$ cat config.mk
export PLATFORM = sky130hd
export DESIGN_NAME = system_control_multi_flat
export DESIGN_NICKNAME = d
export VERILOG_FILES = /design/src/rtl/sys_ctrl_pkg.sv /design/src/rtl/system_control_multi_if.sv /design/src/rtl/sys_ctrl_reset_seq.sv /design/src/rtl/system_control_multi.sv /design/src/flat_wrapper.sv
export SDC_FILE = /design/constraint.sdc
export NUM_CORES = 1
export LEC_CHECK = 0
export CAP_MARGIN = 20
export CORE_AREA = 2 2 49 51
export CTS_CLUSTER_DIAMETER = 50
export CTS_CLUSTER_SIZE = 8
export DETAILED_ROUTE_END_ITERATION = 10
export DIE_AREA = 0 0 51 53
export PLACE_DENSITY_LB_ADDON = 0.3
export SYNTH_ARGS = -nofsm -noshare
export SYNTH_HDL_FRONTEND = slang
export SYNTH_SLANG_ARGS = --single-unit
$ cat constraint.sdc
create_clock -name clk -period 3.1 [get_ports clk]
set_clock_uncertainty 0.1 [all_clocks]
set_input_delay 0.62 -clock clk [delete_from_list [all_inputs] [get_ports clk]]
set_output_delay 0.62 -clock clk [all_outputs]
set_load 0.005 [all_outputs]
$ cat src/rtl/sys_ctrl_pkg.sv
// sys_ctrl_pkg: shared state encodings and defaults for the system-control block
package sys_ctrl_pkg;
  typedef enum logic [1:0] {IDLE, ISSUE, WAIT} reset_state_t;
  typedef enum logic {RUNNING, HALTED} halt_state_t;
  localparam logic [3:0] RESET_OPCODE_DEFAULT = 4'hE;
endpackage

$ cat src/rtl/system_control_multi_if.sv
// system_control_multi_if: issue-side request/response and stall bundle of the system-control block
interface system_control_multi_if #(parameter int RESET_DOMAINS = 4, parameter int STALL_SOURCES = 4);
  logic                     clk_en;
  logic                     instruction_valid;
  logic [RESET_DOMAINS-1:0] baddr_in;
  logic [3:0]               minor_opcode_in;
  logic [4:0]               functional_unit_enable;
  logic [RESET_DOMAINS-1:0] reset_response_in;
  logic                     branch_stall_in;
  logic [STALL_SOURCES-1:0] stall_in;
  logic                     halt_req_in;
  logic                     resume_in;
  logic                     software_reset_out;
  logic [RESET_DOMAINS-1:0] reset_vector_out;
  logic [RESET_DOMAINS-1:0] reset_pending;
  logic                     reset_timeout;
  logic                     branch_stall_disable;
  logic                     halted;
  logic                     stall_en;
  modport master (
    output clk_en, instruction_valid, baddr_in, minor_opcode_in, functional_unit_enable,
           reset_response_in, branch_stall_in, stall_in, halt_req_in, resume_in,
    input  software_reset_out, reset_vector_out, reset_pending, reset_timeout,
           branch_stall_disable, halted, stall_en
  );
  modport slave (
    input  clk_en, instruction_valid, baddr_in, minor_opcode_in, functional_unit_enable,
           reset_response_in, branch_stall_in, stall_in, halt_req_in, resume_in,
    output software_reset_out, reset_vector_out, reset_pending, reset_timeout,
           branch_stall_disable, halted, stall_en
  );
endinterface

$ cat src/rtl/sys_ctrl_reset_seq.sv
// sys_ctrl_reset_seq: software-reset sequencer with per-domain ack tracking
// Optional reset-wait timeout counter built when SYSCTRL_RESET_TIMEOUT_EN is defined.
module sys_ctrl_reset_seq
  import sys_ctrl_pkg::*;
#(
  parameter int RESET_DOMAINS = 4,
  parameter int TIMEOUT_WIDTH = 8
) (
  input  logic                     clk,
  input  logic                     async_rst_n,
  input  logic                     clk_en,
  input  logic                     req,
  input  logic [RESET_DOMAINS-1:0] baddr_in,
  input  logic [RESET_DOMAINS-1:0] reset_response_in,
  output logic                     software_reset_out,
  output logic [RESET_DOMAINS-1:0] reset_vector_out,
  output logic [RESET_DOMAINS-1:0] reset_pending,
  output logic                     reset_timeout,
  output logic                     busy
);
  reset_state_t state_q, state_d;
  logic [RESET_DOMAINS-1:0] mask_q, mask_d, pending_q, pending_d, pending_nxt;
  logic tmo;
`ifdef SYSCTRL_RESET_TIMEOUT_EN
  logic [TIMEOUT_WIDTH-1:0] cnt_q, cnt_d, cnt_inc;
  logic timeout_q, timeout_d;
  assign cnt_inc = cnt_q + {{(TIMEOUT_WIDTH-1){1'b0}}, 1'b1};
  assign tmo = (state_q == WAIT) && (&cnt_inc);
  always_comb begin
    cnt_d = clk_en ? ((state_q == WAIT) ? cnt_inc : '0) : cnt_q;
    timeout_d = timeout_q | (clk_en & tmo);
  end
  always_ff @(posedge clk or negedge async_rst_n)
    if (!async_rst_n) begin
      cnt_q <= '0;
      timeout_q <= 1'b0;
    end else begin
      cnt_q <= cnt_d;
      timeout_q <= timeout_d;
    end
  assign reset_timeout = timeout_q;
`else
  localparam int unused_timeout_width = TIMEOUT_WIDTH;
  assign tmo = 1'b0;
  assign reset_timeout = 1'b0;
`endif
  // The full-reset domain never acknowledges, so its pending bit is held at zero.
  assign pending_nxt = pending_q & ~reset_response_in;
  always_comb begin
    state_d = state_q;
    mask_d = mask_q;
    pending_d = pending_q;
    if (clk_en && state_q == IDLE && req) begin
      state_d = ISSUE;
      mask_d = baddr_in;
      pending_d = {1'b0, baddr_in[RESET_DOMAINS-2:0]};
    end else if (clk_en && state_q != IDLE) begin
      state_d = (pending_nxt == '0 || tmo) ? IDLE : WAIT;
      mask_d = (state_d == IDLE) ? '0 : mask_q;
      pending_d = tmo ? '0 : pending_nxt;
    end
  end
  always_ff @(posedge clk or negedge async_rst_n)
    if (!async_rst_n) begin
      state_q <= IDLE;
      mask_q <= '0;
      pending_q <= '0;
    end else begin
      state_q <= state_d;
      mask_q <= mask_d;
      pending_q <= pending_d;
    end
  assign software_reset_out = state_q == ISSUE;
  assign reset_vector_out = mask_q;
  assign reset_pending = pending_q;
  assign busy = state_q != IDLE;
endmodule

$ cat src/rtl/system_control_multi.sv
// system_control_multi: software-reset decode/sequencing, halt/resume and pipeline stall merge
// Optional reset-wait timeout enabled by defining SYSCTRL_RESET_TIMEOUT_EN.
module system_control_multi
  import sys_ctrl_pkg::*;
#(
  parameter int          RESET_DOMAINS  = 4,
  parameter int          STALL_SOURCES  = 4,
  parameter logic [3:0]  RESET_OPCODE   = RESET_OPCODE_DEFAULT,
  parameter int          RESET_FU_INDEX = 2,
  parameter int          TIMEOUT_WIDTH  = 8
) (
  input logic                  clk,
  input logic                  async_rst_n,
  system_control_multi_if.slave bus
);
  halt_state_t halt_q, halt_d;
  logic bsd_q, bsd_d, req, busy, unused_fu;
  logic [STALL_SOURCES-1:0] stall_src;
  assign unused_fu = ^bus.functional_unit_enable;
  assign req = bus.instruction_valid && bus.minor_opcode_in == RESET_OPCODE
               && bus.functional_unit_enable[RESET_FU_INDEX];
  sys_ctrl_reset_seq #(
    .RESET_DOMAINS(RESET_DOMAINS),
    .TIMEOUT_WIDTH(TIMEOUT_WIDTH)
  ) u_seq (
    .clk               (clk),
    .async_rst_n       (async_rst_n),
    .clk_en            (bus.clk_en),
    .req               (req),
    .baddr_in          (bus.baddr_in),
    .reset_response_in (bus.reset_response_in),
    .software_reset_out(bus.software_reset_out),
    .reset_vector_out  (bus.reset_vector_out),
    .reset_pending     (bus.reset_pending),
    .reset_timeout     (bus.reset_timeout),
    .busy              (busy)
  );
  // Halt has priority over a simultaneous resume.
  always_comb begin
    halt_d = halt_q;
    bsd_d = bsd_q;
    if (bus.clk_en) begin
      halt_d = bus.halt_req_in ? HALTED : (bus.resume_in ? RUNNING : halt_q);
      bsd_d = bus.instruction_valid && bus.branch_stall_in;
    end
  end
  always_ff @(posedge clk or negedge async_rst_n)
    if (!async_rst_n) begin
      halt_q <= RUNNING;
      bsd_q <= 1'b0;
    end else begin
      halt_q <= halt_d;
      bsd_q <= bsd_d;
    end
  assign stall_src = bus.stall_in;
  assign bus.halted = halt_q == HALTED;
  assign bus.branch_stall_disable = bsd_q;
  assign bus.stall_en = busy | bsd_q | (|stall_src) | bus.halt_req_in | bus.halted;
endmodule

$ cat src/flat_wrapper.sv
// flat-port wrapper written by rule: the top's interface ports become plain ports
module system_control_multi_flat import sys_ctrl_pkg::*;
#(
  parameter int          RESET_DOMAINS  = 4,
  parameter int          STALL_SOURCES  = 4,
  parameter logic [3:0]  RESET_OPCODE   = RESET_OPCODE_DEFAULT,
  parameter int          RESET_FU_INDEX = 2,
  parameter int          TIMEOUT_WIDTH  = 8
)
  (clk, async_rst_n, bus_clk_en, bus_instruction_valid, bus_baddr_in, bus_minor_opcode_in, bus_functional_unit_enable, bus_reset_response_in, bus_branch_stall_in, bus_stall_in, bus_halt_req_in, bus_resume_in, bus_software_reset_out, bus_reset_vector_out, bus_reset_pending, bus_reset_timeout, bus_branch_stall_disable, bus_halted, bus_stall_en);
  system_control_multi_if #(.RESET_DOMAINS(RESET_DOMAINS), .STALL_SOURCES(STALL_SOURCES)) bus_i ();
  input logic clk;
  input logic async_rst_n;
  input wire logic [$bits(bus_i.clk_en)-1:0] bus_clk_en;
  input wire logic [$bits(bus_i.instruction_valid)-1:0] bus_instruction_valid;
  input wire logic [$bits(bus_i.baddr_in)-1:0] bus_baddr_in;
  input wire logic [$bits(bus_i.minor_opcode_in)-1:0] bus_minor_opcode_in;
  input wire logic [$bits(bus_i.functional_unit_enable)-1:0] bus_functional_unit_enable;
  input wire logic [$bits(bus_i.reset_response_in)-1:0] bus_reset_response_in;
  input wire logic [$bits(bus_i.branch_stall_in)-1:0] bus_branch_stall_in;
  input wire logic [$bits(bus_i.stall_in)-1:0] bus_stall_in;
  input wire logic [$bits(bus_i.halt_req_in)-1:0] bus_halt_req_in;
  input wire logic [$bits(bus_i.resume_in)-1:0] bus_resume_in;
  output wire logic [$bits(bus_i.software_reset_out)-1:0] bus_software_reset_out;
  output wire logic [$bits(bus_i.reset_vector_out)-1:0] bus_reset_vector_out;
  output wire logic [$bits(bus_i.reset_pending)-1:0] bus_reset_pending;
  output wire logic [$bits(bus_i.reset_timeout)-1:0] bus_reset_timeout;
  output wire logic [$bits(bus_i.branch_stall_disable)-1:0] bus_branch_stall_disable;
  output wire logic [$bits(bus_i.halted)-1:0] bus_halted;
  output wire logic [$bits(bus_i.stall_en)-1:0] bus_stall_en;
  assign bus_i.clk_en = bus_clk_en;
  assign bus_i.instruction_valid = bus_instruction_valid;
  assign bus_i.baddr_in = bus_baddr_in;
  assign bus_i.minor_opcode_in = bus_minor_opcode_in;
  assign bus_i.functional_unit_enable = bus_functional_unit_enable;
  assign bus_i.reset_response_in = bus_reset_response_in;
  assign bus_i.branch_stall_in = bus_branch_stall_in;
  assign bus_i.stall_in = bus_stall_in;
  assign bus_i.halt_req_in = bus_halt_req_in;
  assign bus_i.resume_in = bus_resume_in;
  assign bus_software_reset_out = bus_i.software_reset_out;
  assign bus_reset_vector_out = bus_i.reset_vector_out;
  assign bus_reset_pending = bus_i.reset_pending;
  assign bus_reset_timeout = bus_i.reset_timeout;
  assign bus_branch_stall_disable = bus_i.branch_stall_disable;
  assign bus_halted = bus_i.halted;
  assign bus_stall_en = bus_i.stall_en;
  system_control_multi #(.RESET_DOMAINS(RESET_DOMAINS), .STALL_SOURCES(STALL_SOURCES), .RESET_OPCODE(RESET_OPCODE), .RESET_FU_INDEX(RESET_FU_INDEX), .TIMEOUT_WIDTH(TIMEOUT_WIDTH)) u_core (.clk(clk), .async_rst_n(async_rst_n), .bus(bus_i));
endmodule
==> summary.md, run 1 <==
| Metric | Value |
|---|---|
| Hold_sp | `u_core.u_seq.reset_vector_out[3]` |
| Count of cell types in the netlist | `22` |
| Crit path required time | `2.38 ns` |
| Worst setup path class | `in2out` |
| First-pass GRT wire length | `2.28 mm` |
| Worst skew pair latency | `0.28 ns` |
| Clk sinks | `12` |
| Slew @ Worst Pin | `0.537 ns` |
| CTS Buffer Depth | `2` |
| Sequential cell area | `300 µm²` |
| Clock Tree Root | `clkbuf_4` |
| Routed Antenna Nets | `0` |
| Layout cells sized above 1 | `0.106` |
| Remaining Overflow, GRT | `0` |
| Mapped Area | `581 µm²` |
| WP data arrival | `1.90 ns` |
| Leading post-synthesis cells by cell area | `dfrtp_1 52%, nand2_1 6.5%, a22o_1 6.0%` |
| Final Hold Fails | `0` |
| Num ports | `41` |
| CP max FO | `2` |
| Yosys reg bits | `12` |
| Maxcap violations | `0` |
| Synth area leader | `dfrtp_1` |
| Min Tclk post-route | `2.62 ns` |
| Yosys Warn Count | `0` |
| Area of the multi-input gates | `239 µm²` |
| Post-layout power | `406 µW` |
| Routed via count | `555` |
| Final Wtd Congestion | `0.644` |
| DRC | `0` |
| RR Endpoint | `u_core.u_seq.reset_vector_out[2]` |
| Drt pass-1 iters | `2` |
| Vias in the first global route | `514` |
| DP HPWL | `1.07 mm` |
| Hold Crit Depth | `1` |
| Die Y | `53 µm` |
| R2r setup slk | `1.63 ns` |
| Final Instance Count excl. Fillers | `122` |
| DP Worst Slack | `0.480 ns` |
| PortBufs | `35` |
| DRT Wirelength | `1.41 mm` |
| Register area share after synthesis | `0.517` |
| Via density | `4.55` |
| Worst-path clk slew | `0.08 ns` |
| Core Area | `2150 µm²` |
| Synth-to-layout area growth | `70.7%` |
| N_diodes | `0` |
| Crit end category | `primary output` |
| Die ar. | `2700 µm²` |
| Setup violators final | `0` |
| Pwr dens | `409 nW/µm²` |
| Fin. max-slew vios | `0` |
| 1st-iter DRT viols | `3` |
| Hold_buf cts | `0` |
| Initial core utilization | `0.270` |
| Design area | `991 µm²` |
| Setup tns final | `0 ns` |
| Die width | `51 µm` |
| Initial antenna violation count | `0` |
| Cell Rows | `17` |
| H-tree levels | `1` |
| Unrepaired setup endpoints after global routing | `no` |
| Fmax | `0.382 GHz` |
| Cell total after placement | `118` |
| Synth top area share | `0.517` |
| Avg WL per Cell | `11.5 µm` |
| Pleak | `0.000418 µW` |
| Outcome | `completed` |
| Gr usage total | `0.117` |
| Placed inst area | `955 µm²` |
| Tcrit/Tclk final | `0.844` |
| Post-synth net total | `84` |
| WHS Endpoint | `u_core.u_seq.reset_vector_out[3]` |
| Pin count of the biggest net entering global routing | `14` |
| TritonCTS clock tree | `yes` |
| Final Net Count | `123` |
| Syn_area_per_cell | `10.4 µm²` |
| Postcts setup bufs | `0` |
| Maximum vdd ir drop | `0.330 mV` |
| Min setup slack post-route | `0.485 ns` |
| Worst r2r path cells | `4` |
| Slew HR | `0.641` |
| Cell count after synthesis | `56` |
| Crit start category | `input pin` |
| RR Startpoint | `u_core.u_seq.state_q[0]` |
| Filler instances | `209` |
| TritonCTS Buffers | `3` |
| Cts repair resizes | `0` |
| Worst Hold Class | `reg2reg` |
-- power by group --
group | internal [µW] | switching [µW] | total, µW
clock | 71.5 | 53.8 | 125
combinational | 56.7 | 36.4 | 93.1
sequential | 170 | 17.4 | 187
total | 298 | 108 | 406
-- synthesized netlist by cell type --
| cell | count |
|---|---|
| dfrtp_1 | 12 |
| nand2_1 | 10 |
| inv_1 | 6 |
| a22o_1 | 4 |
| o21ai_0 | 4 |
| nand3_1 | 3 |
| o21a_1 | 2 |
| a211oi_1 | 1 |
| a21o_2 | 1 |
| a22o_2 | 1 |
| a22oi_1 | 1 |
| a2bb2oi_1 | 1 |
| a31oi_2 | 1 |
| buf_4 | 1 |
| buf_6 | 1 |
| conb_1 | 1 |
| nand4b_2 | 1 |
| nor2_1 | 1 |
| nor2b_1 | 1 |
| nor3_1 | 1 |
| nor4_1 | 1 |
| nor4_4 | 1 |
-- worst max-delay path by stage --
stage	endpoint	slack, ns	from
finish	bus_stall_en	0.48	bus_halt_req_in
global route	bus_stall_en	0.38	bus_halt_req_in
CTS	bus_stall_en	0.47	bus_halt_req_in
detailed placement	bus_stall_en	0.48	bus_halt_req_in
global placement	bus_stall_en	0.48	bus_halt_req_in
floorplan	bus_stall_en	1.40	bus_halt_req_in
-- cell usage in the layout, fill, tap and decap left out, types with 2 or more instances in the layout --
cell / instances
clkdlybuf4s50_1: 35
o21ai_0: 4
o21a_1: 2
inv_1: 6
a22o_1: 4
clkbuf_4: 3
nand3_1: 3
nand2_1: 10
dfrtp_1: 12
-- area by class of cell --
class / instances / area share
inverters: 6 / 0.0227
clock buffers: 4 / 0.0366
repair buffers: 36 / 0.361
multi-input cells: 36 / 0.241
well taps: 28 / 0.0354
flip-flops and latches: 12 / 0.303
-- cells by family (layout without fill, tap and decap cells) --
group | after synthesis | in the layout | synth area share
buf+inv | 8 | 46 | 0.0711
flops | 12 | 12 | 0.517
simple gates | 19 | 19 | 0.190
other cells | 1 | 1 | 0.00646
compound gates | 16 | 16 | 0.216
-- through the flow --
step	utilization	hold WS (ns)
2_1_floorplan	-	0.224
3_3_place_gp	0.444	0.385
3_5_place_dp	0.444	0.386
4_1_cts	0.461	0.410
5_1_grt	0.461	0.430
6_report	0.461	0.403
-- per-layer routing --
layer / GRT usage / routed length (µm)
met2: 0.190 / 652
met5: 0 / 0
met3: 0.0565 / 140
met4: 0.0541 / 19
met1: 0.129 / 596
-- flip-flops by register name, indices dropped and copies added, names as in the netlist --
name,cells
u_core.bus.halted,1
u_core.u_seq.reset_pending,4
u_core.u_seq.reset_vector_out,4
u_core.bus.branch_stall_disable,1
u_core.u_seq.state_q,2
-- critical path, cell delays in order --
cell             delay, ns
clkdlybuf4s50_1       0.42
nor4_1                0.29
nand3_1               0.10
clkdlybuf4s50_1       0.46
Note: power is estimated with default switching activity, not from simulation.
==> run 2: changes to the inputs <==
==> constraint.sdc (replaced) <==
create_clock -name clk -period 2.5 [get_ports clk]
set_clock_uncertainty 0.1 [all_clocks]
set_input_delay 0.5 -clock clk [delete_from_list [all_inputs] [get_ports clk]]
set_output_delay 0.5 -clock clk [all_outputs]
set_load 0.005 [all_outputs]
==> run 2 against run 1 <==
  * Hold slack got worse by 0.0050 ns
  * Clock power increased by 22%
  * Critical path depth unchanged
  * Combinational power increased by 24%
  * Count of clock-buffer cells in the layout unchanged
  * Largest power group unchanged
  * Critical endpoint unchanged
  * Sequential share of layout area unchanged
  * Non-clock buffer count unchanged
  * Routed wire length increased by 1.2%
  * Die area unchanged
==> summary.md, run 2 (same netlist as run 1, synthesis figures left out) <==
| Metric | Value |
|---|---|
| Most common cell after layout, fill and taps aside | `clkdlybuf4s50_1 (unchanged)` |
| Unrepaired setup endpoints after global routing | `no (unchanged)` |
| DP HPWL | `1.11 mm (was 1.07 mm)` |
| Remaining Overflow, GRT | `0 (unchanged)` |
| N_diodes | `0 (unchanged)` |
| Gr usage total | `0.118 (was 0.117)` |
| Cts repair resizes | `0 (unchanged)` |
| Final Wtd Congestion | `0.679 (was 0.644)` |
| Crit path required time | `1.90 ns (was 2.38 ns)` |
| Most frequent cells in the layout | `35 x clkdlybuf4s50_1, 12 x dfrtp_1, 10 x nand2_1 (unchanged)` |
| Drt pass-1 iters | `4 (was 2)` |
| Slew @ Worst Pin | `0.525 ns (was 0.537 ns)` |
| Initial antenna violation count | `0 (unchanged)` |
| Worst Hold Class | `reg2reg (unchanged)` |
| Fmax | `0.420 GHz` |
| Crit start category | `input pin (unchanged)` |
| Cell Rows | `17 (unchanged)` |
| Sequential cell area | `300 µm² (unchanged)` |
| Outcome | `completed (unchanged)` |
| Worst skew pair latency | `0.27 ns (was 0.28 ns)` |
| Vias in the first global route | `497 (was 514)` |
| H-tree levels | `1 (unchanged)` |
| Avg WL per Cell | `11.7 µm (was 11.5 µm)` |
| Area of the multi-input gates | `239 µm² (unchanged)` |
| Die width | `51 µm (unchanged)` |
| Crit end category | `primary output (unchanged)` |
| TritonCTS clock tree | `yes (unchanged)` |
| Final Hold Fails | `0 (unchanged)` |
| Maxcap violations | `0 (unchanged)` |
| Core Area | `2150 µm² (unchanged)` |
| Hold_buf cts | `0 (unchanged)` |
| 1st-iter DRT viols | `6 (was 3)` |
| Postcts setup bufs | `0 (unchanged)` |
| WP data arrival | `1.78 ns (was 1.90 ns)` |
| Setup violators final | `0 (unchanged)` |
| Worst r2r path cells | `3 (was 4)` |
| Worst-path clk slew | `0.07 ns (was 0.08 ns)` |
| Slew HR | `0.649 (was 0.641)` |
| Routed via count | `536 (was 555)` |
| Pin count of the biggest net entering global routing | `13 (was 14)` |
| Pleak | `0.000418 µW (unchanged)` |
| First-pass GRT wire length | `2.25 mm (was 2.28 mm)` |
| Min Tclk post-route | `2.38 ns` |
| Min setup slack post-route | `0.120 ns (was 0.485 ns)` |
| DRC | `0 (unchanged)` |
| Tcrit/Tclk final | `0.952` |
| Maximum vdd ir drop | `0.316 mV (was 0.330 mV)` |
| Layout cells sized above 1 | `0.106 (unchanged)` |
| Final Net Count | `123 (unchanged)` |
| Filler instances | `213 (was 209)` |
| Via density | `4.39 (was 4.55)` |
| Critical path endpoint | `bus_stall_en (unchanged)` |
| Initial core utilization | `0.270 (unchanged)` |
| Clock Tree Root | `clkbuf_4 (unchanged)` |
| RR Endpoint | `u_core.u_seq.reset_vector_out[2] (unchanged)` |
| Cell total after placement | `118 (unchanged)` |
| PortBufs | `35 (unchanged)` |
| Final Instance Count excl. Fillers | `122 (unchanged)` |
| Die ar. | `2700 µm² (unchanged)` |
| Fin. max-slew vios | `0 (unchanged)` |
| DP Worst Slack | `0.109 ns (was 0.480 ns)` |
| Die Y | `53 µm (unchanged)` |
| DRT Wirelength | `1.42 mm (was 1.41 mm)` |
| Worst Setup SP | `bus_halt_req_in (unchanged)` |
| TritonCTS Buffers | `3 (unchanged)` |
| Worst setup path class | `in2out (unchanged)` |
| CP max FO | `2 (unchanged)` |
| CTS Buffer Depth | `2 (unchanged)` |
| Pwr dens | `503 nW/µm² (was 409 nW/µm²)` |
| RR Startpoint | `u_core.u_seq.state_q[0] (unchanged)` |
| Routed Antenna Nets | `0 (unchanged)` |
| Clk sinks | `12 (unchanged)` |
| Num ports | `41 (unchanged)` |
| R2r setup slk | `1.12 ns (was 1.63 ns)` |
| Synth-to-layout area growth | `70.7% (unchanged)` |
| Setup tns final | `0 ns (unchanged)` |
[run 2: layout make-up]
cell class              count  share of cell area
inverters                   6              0.0227
flip-flops and latches     12               0.303
multi-input cells          36               0.241
clock buffers               4              0.0366
well taps                  28              0.0354
repair buffers             36               0.361
[run 2: critical path, cell delays in order]
cell and delay [ns]:
clkdlybuf4s50_1 0.42, nor4_1 0.29, nand3_1 0.11, clkdlybuf4s50_1 0.46
[run 2: where the power goes]
part / internal [µW] / switching, µW
clock: 88.6 / 63.4
sequential: 211 / 20.8
combinational: 70.3 / 44.9
total: 370 / 129
[run 2: routing by layer]
layer,GRT usage,part of all wire
met1,0.134,0.41
met2,0.195,0.48
met3,0.0537,0.10
met4,0.0405,0.0070
met5,0,0
[run 2: worst min path at each step]
stage | start | endpoint | cells past startpoint | slack (ns)
global placement | u_core.u_seq.reset_vector_out[3] | u_core.u_seq.reset_vector_out[3] | 1 | 0.39
global route | u_core.u_seq.reset_vector_out[2] | u_core.u_seq.reset_vector_out[2] | 1 | 0.43
finish | u_core.u_seq.reset_vector_out[2] | u_core.u_seq.reset_vector_out[2] | 1 | 0.40
detailed placement | u_core.u_seq.reset_vector_out[1] | u_core.u_seq.reset_vector_out[1] | 1 | 0.39
CTS | u_core.u_seq.reset_vector_out[2] | u_core.u_seq.reset_vector_out[2] | 1 | 0.40
floorplan | async_rst_n | u_core.bus.branch_stall_disable | 0 | 0.10
[run 2: stage by stage]
| step | utilization | power (µW) | cell area (µm²) | hold slack [ns] |
|---|---|---|---|---|
| 4_1_cts | 0.461 | 509 | 991 | 0.404 |
| 3_3_place_gp | 0.444 | 351 | 955 | 0.385 |
| 3_5_place_dp | 0.444 | 353 | 955 | 0.386 |
| 6_report | 0.461 | 499 | 991 | 0.398 |
| 2_1_floorplan | - | 281 | 581 | 0.104 |
| 5_1_grt | 0.461 | 534 | 991 | 0.428 |
